<file path="config.mk">
export PLATFORM = sky130hd
export DESIGN_NAME = vid_stream_rx_meas
export DESIGN_NICKNAME = d
export VERILOG_FILES = /design/src/rtl/vid_stream_rx_meas.sv
export SDC_FILE = /design/constraint.sdc
export NUM_CORES = 1
export LEC_CHECK = 0
export ABC_CLOCK_PERIOD_IN_PS = 6660
export CAP_MARGIN = 20
export CORE_MARGIN = 2
export CORE_UTILIZATION = 30
export DETAILED_ROUTE_END_ITERATION = 8
export GPL_ROUTABILITY_DRIVEN = 0
export SLEW_MARGIN = 20
export SYNTH_ARGS = -nofsm -noshare
export SYNTH_HDL_FRONTEND = slang
export SYNTH_SLANG_ARGS = --single-unit
</file>
<file path="constraint.sdc">
create_clock -name clk -period 6.66 [get_ports clk]
set_clock_uncertainty 0.05 [all_clocks]
set_input_delay 1.998 -clock clk [delete_from_list [all_inputs] [get_ports clk]]
set_output_delay 1.998 -clock clk [all_outputs]
set_load 0.05 [all_outputs]
</file>
<file path="src/rtl/vid_stream_rx_meas.sv">
// Receive-side analyzer for a de/hs/vs pixel stream: measures per-frame width,
// height and channel checksum, counts frames and flags line-length / stray-de faults.
module vid_stream_rx_meas #(
  parameter int PIXEL_WIDTH = 8,
  parameter int CH_COUNT    = 3,
  parameter int CNT_WIDTH   = 13,
  parameter int SUM_WIDTH   = 32
) (
  input  logic                            clk,
  input  logic                            rst,
  input  logic [PIXEL_WIDTH*CH_COUNT-1:0] di_i,
  input  logic                            de_i,
  input  logic                            hs_i,
  input  logic                            vs_i,
  output logic [CNT_WIDTH-1:0]            width_o,
  output logic [CNT_WIDTH-1:0]            height_o,
  output logic [SUM_WIDTH-1:0]            sum_o,
  output logic [15:0]                     frame_cnt_o,
  output logic                            err_line_o,
  output logic                            err_de_o,
  output logic                            done_o
);

  typedef enum logic [1:0] {
    ST_SYNC   = 2'd0,
    ST_VBLANK = 2'd1,
    ST_ACTIVE = 2'd2
  } state_t;

  state_t                 r_state;
  state_t                 w_state_nxt;
  logic                   r_hs_d;
  logic [CNT_WIDTH-1:0]   r_pix_cnt;
  logic [CNT_WIDTH-1:0]   r_line_cnt;
  logic [CNT_WIDTH-1:0]   r_first_w;
  logic                   r_first_seen;
  logic [SUM_WIDTH-1:0]   r_sum_acc;
  logic                   r_err_line_acc;
  logic                   r_err_de_acc;

  logic                   w_active;
  logic                   w_frame_open;
  logic                   w_accept;
  logic                   w_de_err;
  logic                   w_line_close;
  logic                   w_line_counted;
  logic                   w_frame_close;
  logic [CNT_WIDTH-1:0]   w_pix_cnt_nxt;
  logic [CNT_WIDTH-1:0]   w_line_cnt_nxt;
  logic [CNT_WIDTH-1:0]   w_first_w_nxt;
  logic                   w_first_seen_nxt;
  logic [SUM_WIDTH-1:0]   w_sum_nxt;
  logic                   w_err_line_nxt;
  logic                   w_err_de_nxt;

  function automatic logic [CNT_WIDTH-1:0] sat_inc(input logic [CNT_WIDTH-1:0] v);
    return (&v) ? v : v + CNT_WIDTH'(1);
  endfunction

  function automatic logic [SUM_WIDTH-1:0] chan_sum(input logic [PIXEL_WIDTH*CH_COUNT-1:0] d);
    logic [SUM_WIDTH-1:0] s;
    s = '0;
    for (int c = 0; c < CH_COUNT; c++) begin
      s = s + SUM_WIDTH'(d[c*PIXEL_WIDTH +: PIXEL_WIDTH]);
    end
    return s;
  endfunction

  always_comb begin
    w_state_nxt = r_state;
    case (r_state)
      ST_SYNC:   if (!vs_i) w_state_nxt = ST_VBLANK;
      ST_VBLANK: if (vs_i)  w_state_nxt = ST_ACTIVE;
      ST_ACTIVE: if (!vs_i) w_state_nxt = ST_VBLANK;
      default:   w_state_nxt = ST_SYNC;
    endcase
  end

  assign w_active      = (r_state == ST_ACTIVE);
  assign w_frame_open  = (r_state == ST_VBLANK) & vs_i;
  assign w_accept      = w_active & de_i & ~hs_i & vs_i;
  assign w_de_err      = w_active & de_i & (hs_i | ~vs_i);
  assign w_frame_close = w_active & ~vs_i;

  // A line ends on an hs rise, or when vs drops while the line is still open;
  // both cases fold into "hs was low last cycle and the line is now over".
  assign w_line_close   = w_active & ~r_hs_d & (hs_i | ~vs_i);
  assign w_line_counted = w_line_close & (r_pix_cnt != '0);

  assign w_line_cnt_nxt   = w_line_counted ? sat_inc(r_line_cnt) : r_line_cnt;
  assign w_first_w_nxt    = (w_line_counted & ~r_first_seen) ? r_pix_cnt : r_first_w;
  assign w_first_seen_nxt = r_first_seen | w_line_counted;
  assign w_err_line_nxt   = r_err_line_acc |
                            (w_line_counted & r_first_seen & (r_pix_cnt != r_first_w));
  assign w_err_de_nxt     = r_err_de_acc | w_de_err;
  assign w_pix_cnt_nxt    = w_line_close ? '0 :
                            (w_accept ? sat_inc(r_pix_cnt) : r_pix_cnt);
  assign w_sum_nxt        = w_accept ? r_sum_acc + chan_sum(di_i) : r_sum_acc;

  always_ff @(posedge clk) begin
    if (rst) begin
      r_state        <= ST_SYNC;
      r_hs_d         <= 1'b1;
      r_pix_cnt      <= '0;
      r_line_cnt     <= '0;
      r_first_w      <= '0;
      r_first_seen   <= 1'b0;
      r_sum_acc      <= '0;
      r_err_line_acc <= 1'b0;
      r_err_de_acc   <= 1'b0;
      width_o        <= '0;
      height_o       <= '0;
      sum_o          <= '0;
      frame_cnt_o    <= '0;
      err_line_o     <= 1'b0;
      err_de_o       <= 1'b0;
      done_o         <= 1'b0;
    end else begin
      r_state <= w_state_nxt;
      r_hs_d  <= hs_i;
      done_o  <= 1'b0;

      if (w_frame_open) begin
        r_pix_cnt      <= '0;
        r_line_cnt     <= '0;
        r_first_w      <= '0;
        r_first_seen   <= 1'b0;
        r_sum_acc      <= '0;
        r_err_line_acc <= 1'b0;
        r_err_de_acc   <= 1'b0;
      end else if (w_active) begin
        r_pix_cnt      <= w_pix_cnt_nxt;
        r_line_cnt     <= w_line_cnt_nxt;
        r_first_w      <= w_first_w_nxt;
        r_first_seen   <= w_first_seen_nxt;
        r_sum_acc      <= w_sum_nxt;
        r_err_line_acc <= w_err_line_nxt;
        r_err_de_acc   <= w_err_de_nxt;
      end

      // Publish using the post-line-close values so a line ending on the
      // vs fall is still included in the reported geometry.
      if (w_frame_close) begin
        width_o     <= w_first_w_nxt;
        height_o    <= w_line_cnt_nxt;
        sum_o       <= w_sum_nxt;
        err_line_o  <= w_err_line_nxt;
        err_de_o    <= w_err_de_nxt;
        frame_cnt_o <= frame_cnt_o + 16'd1;
        done_o      <= 1'b1;
      end
    end
  end

endmodule
</file>
==> flow_metrics.py <==
metrics = {
    "floorplanning": {
        "ios": 106,
        "initial_core_util_pct": 30.5,
        "dieArea_um2": 25100,
        "rows": 56,
        "die_w_um": 159,
        "coreArea_um2": 23500,
        "die_h_um": 159,
    },
    "synth": {
        "synth_area_um2": 7170,
        "ys_warn_count": 0,
        "synth_seq_cells": 154,
        "synth_seq_area_share_pct": 43.0,
        "syn_nets": 866,
        "synth_enable_flop_cells": 0,
        "async_reset_ff_share_pct": 0,
        "avgSynthCellArea_um2": 8.89,
        "syn-instance-count": 806,
        "synth_cell_type_count": 58,
        "ys.flop_type": "dfxtp_1",
    },
    "timing": {
        "tightest_slew_ns": 1.04,
        "post-route-period-util_pct": 81.4,
        "hold_viol_final": 0,
        "clock.fmax_mhz": 185,
        "timing.final.max_slew_violations": 0,
        "finalCriticalPeriod_ns": 5.42,
        "setup-violations-final": 0,
        "rsz0062_at_grt": "false",
        "slew_headroom_pct": 30.7,
        "setup-tns-final_ns": 0,
    },
    "global_route": {
        "grt_antenna_before_repair": 0,
        "grt_use_total_pct": 13.8,
        "grt_overflow_total": 0,
        "grt_pass1_wl_um": 27500,
        "grt_pass1_vias": 5518,
        "grt_max_degree": 104,
    },
    "cts": {
        "clk_latency_ns": 0.43,
        "post_cts_buffers": 0,
        "cts.htree.levels": 4,
        "cts-buffers-inserted": 17,
        "path_clk_slew_ns": 0.07,
        "cts_resized": 0,
        "clockBufferDepth": 2,
        "cts_sinks": 154,
        "cts_tree": "built",
        "ctsHoldBuffers": 0,
        "cts_root_buffer": "clkbuf_16",
    },
    "drt": {
        "vias": 5577,
        "wl_um": 16400,
        "ant_nets": 0,
        "firstDrtPassIters": 4,
        "drc_errors": 0,
        "vias_per_cell": 4.58,
        "wl_per_cell_um": 13.4,
        "initialDrtViolationCount": 305,
    },
    "min_path": {
        "hp-class": "flop to flop",
        "whs_path_depth": 2,
        "hp-start": "sum_o[13]",
        "min_to": "sum_o[13]",
    },
    "power_and_ir_drop": {
        "power.density_nw_per_um2": 235,
        "report.power.total_mw": 2.11,
        "internal_power_mw": 1.55,
        "vdd_drop_max_uv": 142,
        "pwr-share-seq_pct": 44.1,
        "clock_power_share_pct": 46.5,
        "p_leak_nw": 3.33,
        "swShare_pct": 26.8,
        "switchingPower_mw": 0.567,
        "combPwrFrac_pct": 9.4,
    },
    "outcome": {
        "status": "complete, no violations",
    },
    "critical_path": {
        "crit_arrival_ns": 5.71,
        "worstPathMaxFanout": 11,
        "reg2reg_slack_ns": 3.36,
        "crit_required_ns": 6.95,
        "critPathKind": "input pin to flop",
        "r2r_cells": 10,
        "endpoint_kind": "flop",
        "r2r-start": "r_sum_acc[2]",
        "crit-reg2reg-capture": "sum_o[30]",
        "startpoint_type": "input pin",
    },
    "cells_and_area": {
        "drive_above_1_share_pct": 7.11,
        "n_antenna_cell": 0,
        "multi_input_area_um2": 3650,
        "nets": 947,
        "syn2layout_area_growth_pct": 25.8,
        "fill_cells": 2396,
        "regArea_um2": 3080,
    },
    "placement": {
        "port-buffer-count": 105,
        "place_hpwl_um": 11100,
    },
    "job": {
        "maxCapViolCount": 0,
    },
}
==> cells in the mapped netlist (8+ instances only) <==
library cell	instances	area share, %
nand2_1	72	3.8
nor3_1	10	0.70
xor2_1	37	4.5
xnor2_1	36	4.4
a21oi_1	42	2.9
clkbuf_1	31	1.6
dfxtp_1	154	43
ha_1	15	2.6
mux2i_1	14	2.0
nor2_1	137	7.2
a211oi_1	40	4.2
nand3_1	19	1.3
fa_1	16	4.5
o211ai_1	8	0.84
inv_1	52	2.7
nand4_1	16	1.4
==> layout make-up <==
| cell class | instances | area share (%) |
|---|---|---|
| clock buffer | 17 | 4.72 |
| tap | 319 | 4.43 |
| timing repair buffer | 109 | 12.0 |
| sequential | 154 | 34.2 |
| inverter | 52 | 2.17 |
| multi-input combinational | 553 | 40.6 |
| clock inverter | 15 | 1.94 |
==> power groups by stage <==
stage | logic [mW] | registers (mW) | clock network, mW
3_5_place_dp | 0.201 | 0.953 | 0
2_1_floorplan | 0.124 | 0.972 | 0
6_report | 0.199 | 0.932 | 0.983
3_3_place_gp | 0.201 | 0.953 | 0
4_1_cts | 0.203 | 0.932 | 1.01
5_1_grt | 0.226 | 0.932 | 1.05
==> sequential cells by signal, summed over array words and instances, names as in the netlist, 2 cells and up <==
register	count
frame_cnt_o	16
height_o	13
r_first_w	13
r_line_cnt	13
r_pix_cnt	13
r_state	2
r_sum_acc	32
sum_o	32
width_o	13
==> worst max path at each step <==
| stage | startpoint | to | slack, ns | cells past startpoint |
|---|---|---|---|---|
| floorplan | di_i[1] | sum_o[27] | 1.76 | 14 |
| global placement | di_i[2] | sum_o[22] | 0.90 | 12 |
| detailed placement | di_i[2] | sum_o[30] | 0.77 | 12 |
| CTS | di_i[2] | sum_o[30] | 1.23 | 12 |
| global route | di_i[2] | sum_o[26] | 1.00 | 12 |
| finish | di_i[2] | sum_o[30] | 1.24 | 12 |
==> per-layer routing <==
| layer | global-route usage (%) | up-vias | wire [um] |
|---|---|---|---|
| li1 | - | 2869 | - |
| met1 | 18.2 | 2614 | 7960 |
| met2 | 22.7 | 70 | 7740 |
| met3 | 2.56 | 24 | 412 |
| met4 | 4.98 | 0 | 267 |
| met5 | 0 | - | 0 |
==> per-stage QoR <==
stage / util (%) / hold slack, ns / area [um^2] / cells / setup WS [ns]
floorplan: - / 0.374 / 7170 / 806 / 1.76
global placement: 35.8 / 0.392 / 8410 / 1187 / 0.904
detailed placement: 35.8 / 0.399 / 8410 / 1187 / 0.774
CTS: 38.4 / 0.408 / 9010 / 1219 / 1.23
global route: 38.4 / 0.424 / 9010 / 1219 / 1.00
finish: 38.4 / 0.404 / 9010 / 1219 / 1.24
==> cells by family (layout without fill, tap and decap cells) <==
family                   Yosys count  in the layout  share of synthesized area (%)
AO/OA/AOI/OAI                    117            117                           10.7
adder cells (fa/ha/maj)           31             31                           7.09
AND/OR/NAND/NOR                  316            316                           21.8
XOR/XNOR                          73             73                           8.92
multiplexers                      16             16                           2.27
flip-flops                       154            154                           43.0
buffers and inverters             99            193                           6.11
==> layout by cell type (no fill, tap or decap), drive strengths merged, types with 6 or more instances in the layout <==
cell             n
a211oi          41
a21o             7
a21oi           42
and3             8
and4             7
clkbuf          17
clkdlybuf4s50  104
dfxtp          154
fa              16
ha              15
inv             61
mux2i           14
nand2           73
nand2b           6
nand3           19
nand4           17
nor2           137
nor3            13
nor4            12
o211ai           8
o21ai            6
xnor2           36
xor2            37
==> worst max-delay path: stages <==
cell and delay, ns:
clkdlybuf4s50_1 0.46, inv_1 0.05, fa_1 0.49, fa_1 0.58, inv_1 0.06, ha_1 0.27, a21o_1 0.15, nand4_1 0.13
a21oi_1 0.84, o2111ai_1 0.25, xor2_1 0.20, a211oi_1 0.23
No activity file was read; power rests on OpenSTA's default activity.
